**src/rtl/gs232c_btb_assoc.sv**
```systemverilog
// gs232c_btb_assoc: fully-associative branch target buffer.
// Lookups return one cycle after they are sampled and reflect the table as it
// stood before that edge. Updates train a saturating direction counter on a
// hit, or allocate an entry on a taken miss: the lowest free entry is used
// first, otherwise the round-robin pointer picks the victim.
module gs232c_btb_assoc #(
  parameter int ENTRIES = 16,
  parameter int CNT_W   = 2,
  localparam int IW     = $clog2(ENTRIES)
) (
  input  logic          clock,
  input  logic          resetn,
  input  logic          flush,
  input  logic          lk_valid,
  input  logic [31:0]   lk_pc,
  output logic          lk_rsp,
  output logic          lk_hit,
  output logic [IW-1:0] lk_idx,
  output logic          lk_taken,
  output logic          lk_brop,
  output logic          lk_jrop,
  output logic [31:0]   lk_target,
  input  logic          up_valid,
  input  logic [31:0]   up_pc,
  input  logic          up_hit,
  input  logic [IW-1:0] up_idx,
  input  logic          up_taken,
  input  logic          up_brop,
  input  logic          up_jrop,
  input  logic [31:0]   up_target
);

  localparam logic [CNT_W-1:0] CNT_MAX  = '1;
  localparam logic [CNT_W-1:0] CNT_INIT = {1'b1, {(CNT_W-1){1'b0}}};

  // Entry storage. Only valid and rr are reset; everything else is qualified
  // by valid before it is ever looked at.
  logic [ENTRIES-1:0] valid;
  logic [29:0]        tag   [ENTRIES];
  logic [CNT_W-1:0]   cnt   [ENTRIES];
  logic [29:0]        tgt   [ENTRIES];
  logic [ENTRIES-1:0] brop_q;
  logic [ENTRIES-1:0] jrop_q;
  logic [IW-1:0]      rr;

  // Low PC/target bits are always zero by construction and are not stored.
  logic unused_low_bits;
  assign unused_low_bits = ^{lk_pc[1:0], up_pc[1:0], up_target[1:0]};

  // Lookup tag search: descending scan so the lowest matching index wins.
  logic          lk_match;
  logic [IW-1:0] lk_sel;
  always_comb begin
    lk_match = 1'b0;
    lk_sel   = '0;
    for (int i = ENTRIES - 1; i >= 0; i--) begin
      if (valid[i] && (tag[i] == lk_pc[31:2])) begin
        lk_match = 1'b1;
        lk_sel   = IW'(i);
      end
    end
  end

  // Update-side search: lowest matching entry and lowest free entry.
  logic          up_match;
  logic [IW-1:0] up_sel;
  logic          any_free;
  logic [IW-1:0] free_sel;
  always_comb begin
    up_match = 1'b0;
    up_sel   = '0;
    any_free = 1'b0;
    free_sel = '0;
    for (int i = ENTRIES - 1; i >= 0; i--) begin
      if (valid[i] && (tag[i] == up_pc[31:2])) begin
        up_match = 1'b1;
        up_sel   = IW'(i);
      end
      if (!valid[i]) begin
        any_free = 1'b1;
        free_sel = IW'(i);
      end
    end
  end

  // Resolve which entry an update touches. The carried lookup index is only
  // trusted if that entry still holds this branch; otherwise fall back to the
  // search, which keeps tags unique across the table.
  logic             hint_ok;
  logic             up_found;
  logic [IW-1:0]    up_entry;
  logic [IW-1:0]    victim;
  logic             wr_hit;
  logic             wr_alloc;
  logic [CNT_W-1:0] cnt_cur;
  logic [CNT_W-1:0] cnt_next;
  always_comb begin
    hint_ok  = up_hit && valid[up_idx] && (tag[up_idx] == up_pc[31:2]);
    up_found = hint_ok || up_match;
    up_entry = hint_ok ? up_idx : up_sel;
    victim   = any_free ? free_sel : rr;
    wr_hit   = up_valid && !flush && up_found;
    wr_alloc = up_valid && !flush && !up_found && up_taken;
    cnt_cur  = cnt[up_entry];
    cnt_next = cnt_cur;
    if (up_taken) begin
      if (cnt_cur != CNT_MAX) cnt_next = cnt_cur + 1'b1;
    end else begin
      if (cnt_cur != '0) cnt_next = cnt_cur - 1'b1;
    end
  end

  // Valid bits and replacement pointer; flush wins over any update.
  always_ff @(posedge clock or negedge resetn) begin
    if (!resetn) begin
      valid <= '0;
      rr    <= '0;
    end else if (flush) begin
      valid <= '0;
      rr    <= '0;
    end else if (wr_alloc) begin
      valid[victim] <= 1'b1;
      if (!any_free) rr <= rr + 1'b1;
    end
  end

  // Entry payload: train on hit, fill on allocation.
  always_ff @(posedge clock) begin
    if (wr_hit) begin
      cnt[up_entry] <= cnt_next;
      if (up_taken) begin
        tgt[up_entry]    <= up_target[31:2];
        brop_q[up_entry] <= up_brop;
        jrop_q[up_entry] <= up_jrop;
      end
    end
    if (wr_alloc) begin
      tag[victim]    <= up_pc[31:2];
      tgt[victim]    <= up_target[31:2];
      brop_q[victim] <= up_brop;
      jrop_q[victim] <= up_jrop;
      cnt[victim]    <= CNT_INIT;
    end
  end

  // Registered lookup response; a same-edge flush suppresses the hit.
  always_ff @(posedge clock or negedge resetn) begin
    if (!resetn) begin
      lk_rsp    <= 1'b0;
      lk_hit    <= 1'b0;
      lk_idx    <= '0;
      lk_taken  <= 1'b0;
      lk_brop   <= 1'b0;
      lk_jrop   <= 1'b0;
      lk_target <= '0;
    end else begin
      lk_rsp <= lk_valid;
      if (lk_valid && lk_match && !flush) begin
        lk_hit    <= 1'b1;
        lk_idx    <= lk_sel;
        lk_taken  <= brop_q[lk_sel] ? cnt[lk_sel][CNT_W-1] : 1'b1;
        lk_brop   <= brop_q[lk_sel];
        lk_jrop   <= jrop_q[lk_sel];
        lk_target <= {tgt[lk_sel], 2'b00};
      end else begin
        lk_hit    <= 1'b0;
        lk_idx    <= '0;
        lk_taken  <= 1'b0;
        lk_brop   <= 1'b0;
        lk_jrop   <= 1'b0;
        lk_target <= '0;
      end
    end
  end

endmodule

```
**config.mk**
```make
export PLATFORM = sky130hd
export DESIGN_NAME = gs232c_btb_assoc
export DESIGN_NICKNAME = d
export VERILOG_FILES = /design/src/rtl/gs232c_btb_assoc.sv
export SDC_FILE = /design/constraint.sdc
export NUM_CORES = 2
export LEC_CHECK = 0
export ABC_AREA = 0
export BUFFER_PORTS_ARGS = -buffer_cell sky130_fd_sc_hd__buf_2
export CORE_AREA = 2 2 377 379
export CTS_CLUSTER_SIZE = 14
export DETAILED_ROUTE_END_ITERATION = 12
export DIE_AREA = 0 0 379 381
export GPL_ROUTABILITY_DRIVEN = 0
export PLACE_DENSITY = 0.61
export SLEW_MARGIN = 20
export SYNTH_ARGS = -nofsm -noshare
export SYNTH_HDL_FRONTEND = slang
export SYNTH_SLANG_ARGS = --single-unit
```
**constraint.sdc**
```tcl
create_clock -name clock -period 16.6 [get_ports clock]
set_input_delay 0.83 -clock clock [delete_from_list [all_inputs] [get_ports clock]]
set_output_delay 0.83 -clock clock [all_outputs]
set_load 0.005 [all_outputs]
```
* Word level (Yosys, flattened, before mapping)
Memories as Yosys holds them, arrays and structs flattened. Index checks and enable logic that the tools add are counted.
Word-level totals: bits in registers 93, bits in latches 0, RAM bits 992, memory bits (read-only) 0, logic and storage cells 255, memories 3
Operators by class: add/subtract/negate cells 3, multiply operators 0, div/mod/pow operators 0, magnitude comparators 6, equality and inequality tests 35, shift-type cells 0, multiplexer cells 146, bitwise gates (word level) 1, reductions and logical operators 50
Memory list:
- tag | depth 16, bits a word 30, rd ports 17, clocked after memory_dff 0, write ports 1, line 39 | logic [29:0] tag [ENTRIES];
- tgt | depth 16, bits a word 30, rd ports 1, clocked after memory_dff 0, write ports 1, line 41 | logic [29:0] tgt [ENTRIES];
- cnt | depth 16, bits a word 2, rd ports 2, clocked after memory_dff 0, write ports 1, line 40 | logic [CNT_W-1:0] cnt [ENTRIES];
Operator list (number):
- $eq 30x30->1 | 33
- $mux 4 | 56
- $mux 16 | 8
- $mux 1 | 67
- $bwmux 16 | 4
- $logic_and 1x1->1 | 42
- $mux 32 | 1
- $mux 30 | 1
- $reduce_or 30->1 | 1
- $lt 4x5->1 const B | 4
- $or 16x16->16 | 1
- $bmux 1 s4 | 3
- $demux 1 s4 | 2
- $ge 4x1->1 const B | 2
- $mux 2 | 4
- $add 4x1->4 const B | 1
- $ne 2x2->1 const B | 2
- $reduce_bool 2->1 | 2
- $add 2x1->2 const B | 1
- $logic_not 1->1 | 2
- $reduce_and 2->1 | 1
- $reduce_or 2->1 | 1
- $sub 2x1->2 const B | 1
- $logic_or 1x1->1 | 1

* Depth between registers and ports, before layout
depth after elaboration 28, mapped depth 19

* Least setup slack after synthesis
Ideal clock, no wire load.
kind input port to flip-flop, from in up_idx[0], to reg brop_q[14], arrival 6.459 ns, path slack 10.015 ns, cell stages on the path 15, path buffers 4, cells stage by stage buf_4 -> buf_4 -> buf_2 -> mux4_2 -> a221oi_1 -> xor2_1 -> nand2_1 -> nor4_4 -> nand4_4 -> mux2i_1 -> buf_2 -> nor2_1 -> nand2_1 -> o21ai_0 -> mux2_2
On the way: longest elaborated chain between the ends 14, elaborated cells on any way between the ends 22, classes of those cells 2 x order compare; 1 x eq/ne; 10 x mux; 8 x reduce/logical; 1 x memory
RTL lines:
- start: declaration | line 26 | input logic [IW-1:0] up_idx,
- parallel branches: the longest is 13 deep, another holds $mem_v2 16x30
- $mux 16 * | line 137 | if (wr_alloc) begin
- end signal: indexed assignment | line 133 | brop_q[up_entry] <= up_brop;
- end signal: indexed assignment | line 140 | brop_q[victim] <= up_brop;
- end: declaration | line 42 | logic [ENTRIES-1:0] brop_q;
Every way passes the cells marked *. The select of a mux whose other input is x is not followed. A chain may end at the register's enable or synchronous reset.

* Worst setup path after layout
from in up_idx[1], to mem tgt[3][6], enable pin
On the way: longest elaborated chain between the ends 12, elaborated cells on any way between the ends 19, classes of those cells 1 x eq/ne; 9 x mux; 8 x reduce/logical; 1 x memory
RTL lines (line):
- parallel branches: the longest is 12 deep, another holds $mem_v2 16x30
- end: declaration | 41
Parallel ways; which one is timed is not known. The select of a mux whose other input is x is not followed.

==> results.py <==
metrics = {
    "sta": {
        "maxSlewHeadroom_pct": 16.3,
        "skew_ps": 54.2,
        "fin_tns_setup_ps": 0,
        "finalHoldViolCount": 0,
        "drv_slew": 0,
        "finalCriticalPeriod_ps": 6900,
        "fin_crit_sh_pct": 41.6,
        "tightest_slew_ps": 1260,
        "max_freq_mhz": 145,
        "rsz0062_at_grt": "false",
        "setup_viol": 0,
        "worst_slack_ps": 9700,
    },
    "drt": {
        "wl_per_cell_um": 32.0,
        "drtIter0Drc": 5186,
        "vias": 38800,
        "drt_wl_total_um": 201000,
        "firstDrtPassIters": 9,
        "drc": 0,
        "detail_route.vias_per_cell": 6.19,
        "antenna_left": 0,
    },
    "finish": {
        "ff_latch_area_um2": 31900,
        "multi_input_area_um2": 22900,
        "nNetsFinal": 4381,
        "fillers": 12700,
        "syn_to_final_growth_pct": 12.2,
        "final_area_um2": 62700,
        "drive_gt1_share_pct": 13.7,
        "instances_no_fill": 6265,
    },
    "setup_path": {
        "startpoint": "up_idx[1]",
        "crit_type": "in -> reg",
        "slowest_delay_ps": 880,
        "r2r-end": "lk_taken$_DFF_PN0_",
        "crit_chain": "buf_4 -> buf_4 -> and2_1 -> a22oi_1 -> nand4b_1 -> o2111ai_1 -> nor4_1 -> nor4b_4 -> nand4_4 -> mux2i_2 -> buf_4 -> inv_1 -> or3_1 -> inv_1 -> a21oi_1 -> inv_2",
        "reg2reg_slack_ps": 10900,
        "r2r-start": "tag[12][16]$_DFFE_PP_",
        "crit_path_top_delay_cell": "buf_4",
        "cp-end-kind": "register",
        "critPathArrivalTime_ps": 7280,
        "crit_path_frequent_cell": "buf_4",
        "cp.required_ps": 16980,
        "crit_fanout": 71,
        "crit_end": "tgt[3][6]$_DFFE_PP_",
        "critPathLaunchType": "input port",
        "rr_worst_depth": 15,
    },
    "clock_tree": {
        "numClockSinks": 1083,
        "clkLatencyLatePin_ps": 780,
        "clk_pin_slew_ps": 60,
        "tritoncts": "built",
        "cts_buffers": 113,
        "htreeDepth": 3,
        "clk_path_buf_depth": 3,
        "cts_root_buf": "clkbuf_16",
    },
    "floorplanning": {
        "die_h_um": 381,
        "dieArea_um2": 144000,
        "initial_core_util_pct": 39.7,
        "die_w_um": 379,
        "core-area_um2": 141000,
        "rows": 138,
        "top_level_ports": 150,
    },
    "status": {
        "status": "finished clean",
    },
    "min_path": {
        "hp-class": "in -> reg",
    },
    "power": {
        "switching_share_pct": 23.9,
        "intPower_uw": 4620,
        "clkPwrFrac_pct": 43.0,
        "seq_power_share_pct": 49.3,
        "power_frac_comb_pct": 7.6,
        "vdd_drop_max_v": 0.0000971,
        "p_per_area_nw_per_um2": 96.8,
        "power_switching_uw": 1450,
        "p_leak_uw": 0.0200,
    },
    "synth": {
        "synth.distinct_cells": 81,
        "syn_area_um2": 55800,
        "synth-edff-count": 992,
        "synth_common_cells": "edfxtp_1, xnor2_1, xor2_1",
        "yosysWarningCount": 0,
        "seq_area_frac_synth_pct": 57.1,
        "syn_inst": 4185,
        "synthArstFlopShare_pct": 5.45,
        "synth-seq-cells": 1083,
        "synth-main-ff-cell": "edfxtp_1",
        "syn_avg_cell_area_um2": 13.3,
        "yosysMostFrequentCell": "edfxtp_1",
        "synth_largest_area_cell": "edfxtp_1",
        "synth_top_area_share_pct": 53.3,
        "synth_area_leaders": "edfxtp_1, xnor2_1, xor2_1, mux2i_1, mux4_2",
    },
    "placement": {
        "io_buffer_count": 141,
        "dp_slack_ps": 8740,
        "dp_cells": 6041,
        "dp_hpwl_um": 125000,
        "postPlaceCellArea_um2": 58700,
    },
    "global_routing": {
        "track_usage_pct": 27.2,
        "grt_max_degree": 190,
        "grt_overflow": 0,
        "grt_pass1_wl_um": 278000,
        "grt_pass1_vias": 37100,
        "antenna_found_initial": 6,
    },
    "run": {
        "cap_violations": 0,
    },
}
cell usage in the layout (no fill, tap or decap), types with 13 or more instances in the layout:
| cell type | count |
|---|---|
| a211oi_1 | 125 |
| a21oi_1 | 175 |
| a22o_1 | 16 |
| a22oi_1 | 84 |
| buf_2 | 138 |
| buf_4 | 93 |
| bufinv_16 | 13 |
| clkbuf_1 | 30 |
| clkbuf_16 | 113 |
| clkinv_1 | 17 |
| clkinv_2 | 15 |
| dfrtp_1 | 59 |
| dfxtp_1 | 32 |
| edfxtp_1 | 992 |
| inv_1 | 22 |
| mux2_2 | 39 |
| mux2i_1 | 265 |
| mux4_2 | 94 |
| nand2_1 | 96 |
| nand3_1 | 43 |
| nand4_1 | 239 |
| nor2_1 | 91 |
| nor2b_1 | 127 |
| nor3_1 | 32 |
| nor4_1 | 138 |
| nor4b_1 | 26 |
| o21ai_0 | 18 |
| xnor2_1 | 633 |
| xor2_1 | 356 |
power groups by stage:
stage	registers (uW)	logic, uW	clock network (uW)
after global routing	2990	474	2750
after global placement	3050	441	0
after CTS	2990	445	2640
after floorplan	3050	259	0
final	2990	464	2610
after detailed placement	3050	443	0
sequential cells by signal (all words and copies together) (netlist names):
| register | count |
|---|---|
| lk_brop | 1 |
| lk_rsp | 1 |
| cnt | 32 |
| lk_jrop | 1 |
| tgt | 480 |
| jrop_q | 16 |
| lk_hit | 1 |
| brop_q | 16 |
| tag | 480 |
| lk_taken | 1 |
| lk_target | 30 |
| lk_idx | 4 |
| valid | 16 |
| rr | 4 |
metrics by stage:
step	total power [uW]	util [%]	hold WS [ps]
2_1_floorplan	3310	-	450
3_3_place_gp	3490	41.8	456
3_5_place_dp	3490	41.8	463
4_1_cts	6080	44.5	169
5_1_grt	6220	44.6	186
6_report	6070	44.6	210
critical path, delay by kind of cell:
kind	cells	cell delay, ps
compound gates	3	690
buf+inv	6	2650
simple gates	6	2730
mux	1	260
cell type report:
type / count / area share, %
Sequential cell: 1083 / 50.9
Multi-Input combinational cell: 2805 / 36.5
Clock buffer: 148 / 4.80
Tap cell: 1890 / 3.77
Timing Repair Buffer: 240 / 2.50
Clock inverter: 65 / 1.29
Inverter: 28 / 0.168
Antenna cell: 6 / 0.0240
worst min path at each step:
stage / start / to / slack, ps / cells past startpoint
final: lk_valid / lk_rsp$_DFF_PN0_ / 210 / 1
after global routing: lk_valid / lk_rsp$_DFF_PN0_ / 190 / 1
after CTS: lk_valid / lk_rsp$_DFF_PN0_ / 170 / 1
after detailed placement: jrop_q[6]$_DFF_P_ / jrop_q[6]$_DFF_P_ / 460 / 1
after global placement: jrop_q[14]$_DFF_P_ / jrop_q[14]$_DFF_P_ / 460 / 1
after floorplan: jrop_q[2]$_DFF_P_ / jrop_q[2]$_DFF_P_ / 450 / 1
metal layers:
metal | share of wire (%) | vias up | global-route usage [%] | routed length, um
li1 | - | 16100 | - | -
met2 | 43 | 2738 | 40.3 | 86600
met4 | 6.6 | 6 | 15.2 | 13200
met3 | 12 | 765 | 7.69 | 24300
met1 | 38 | 19200 | 35.8 | 76400
met5 | 0.019 | - | 0 | 39
kinds of logic (layout without fill, tap and decap cells):
logic type	Yosys count	in the layout	synth area share (%)
and+or+nand+nor	900	900	9.45
AOI/OAI and AO/OA	514	514	6.22
DFF	1083	1083	57.1
xor gates and xnor gates	989	989	15.5
muxes	399	399	9.35
adders and majority gates	1	1	0.0224
other	1	8	0.00672
buffers and inverters	298	481	2.30
timing repair:
action / 4_1_cts / 5_1_grt
setup buffers: 0 / 0
endpoints found under the hold margin: 8 / 0
gates resized for setup: 0 / 0
hold buffers: 1 / 0
endpoints found under the setup margin: 0 / 0
Power figures use the tool's default switching activity.
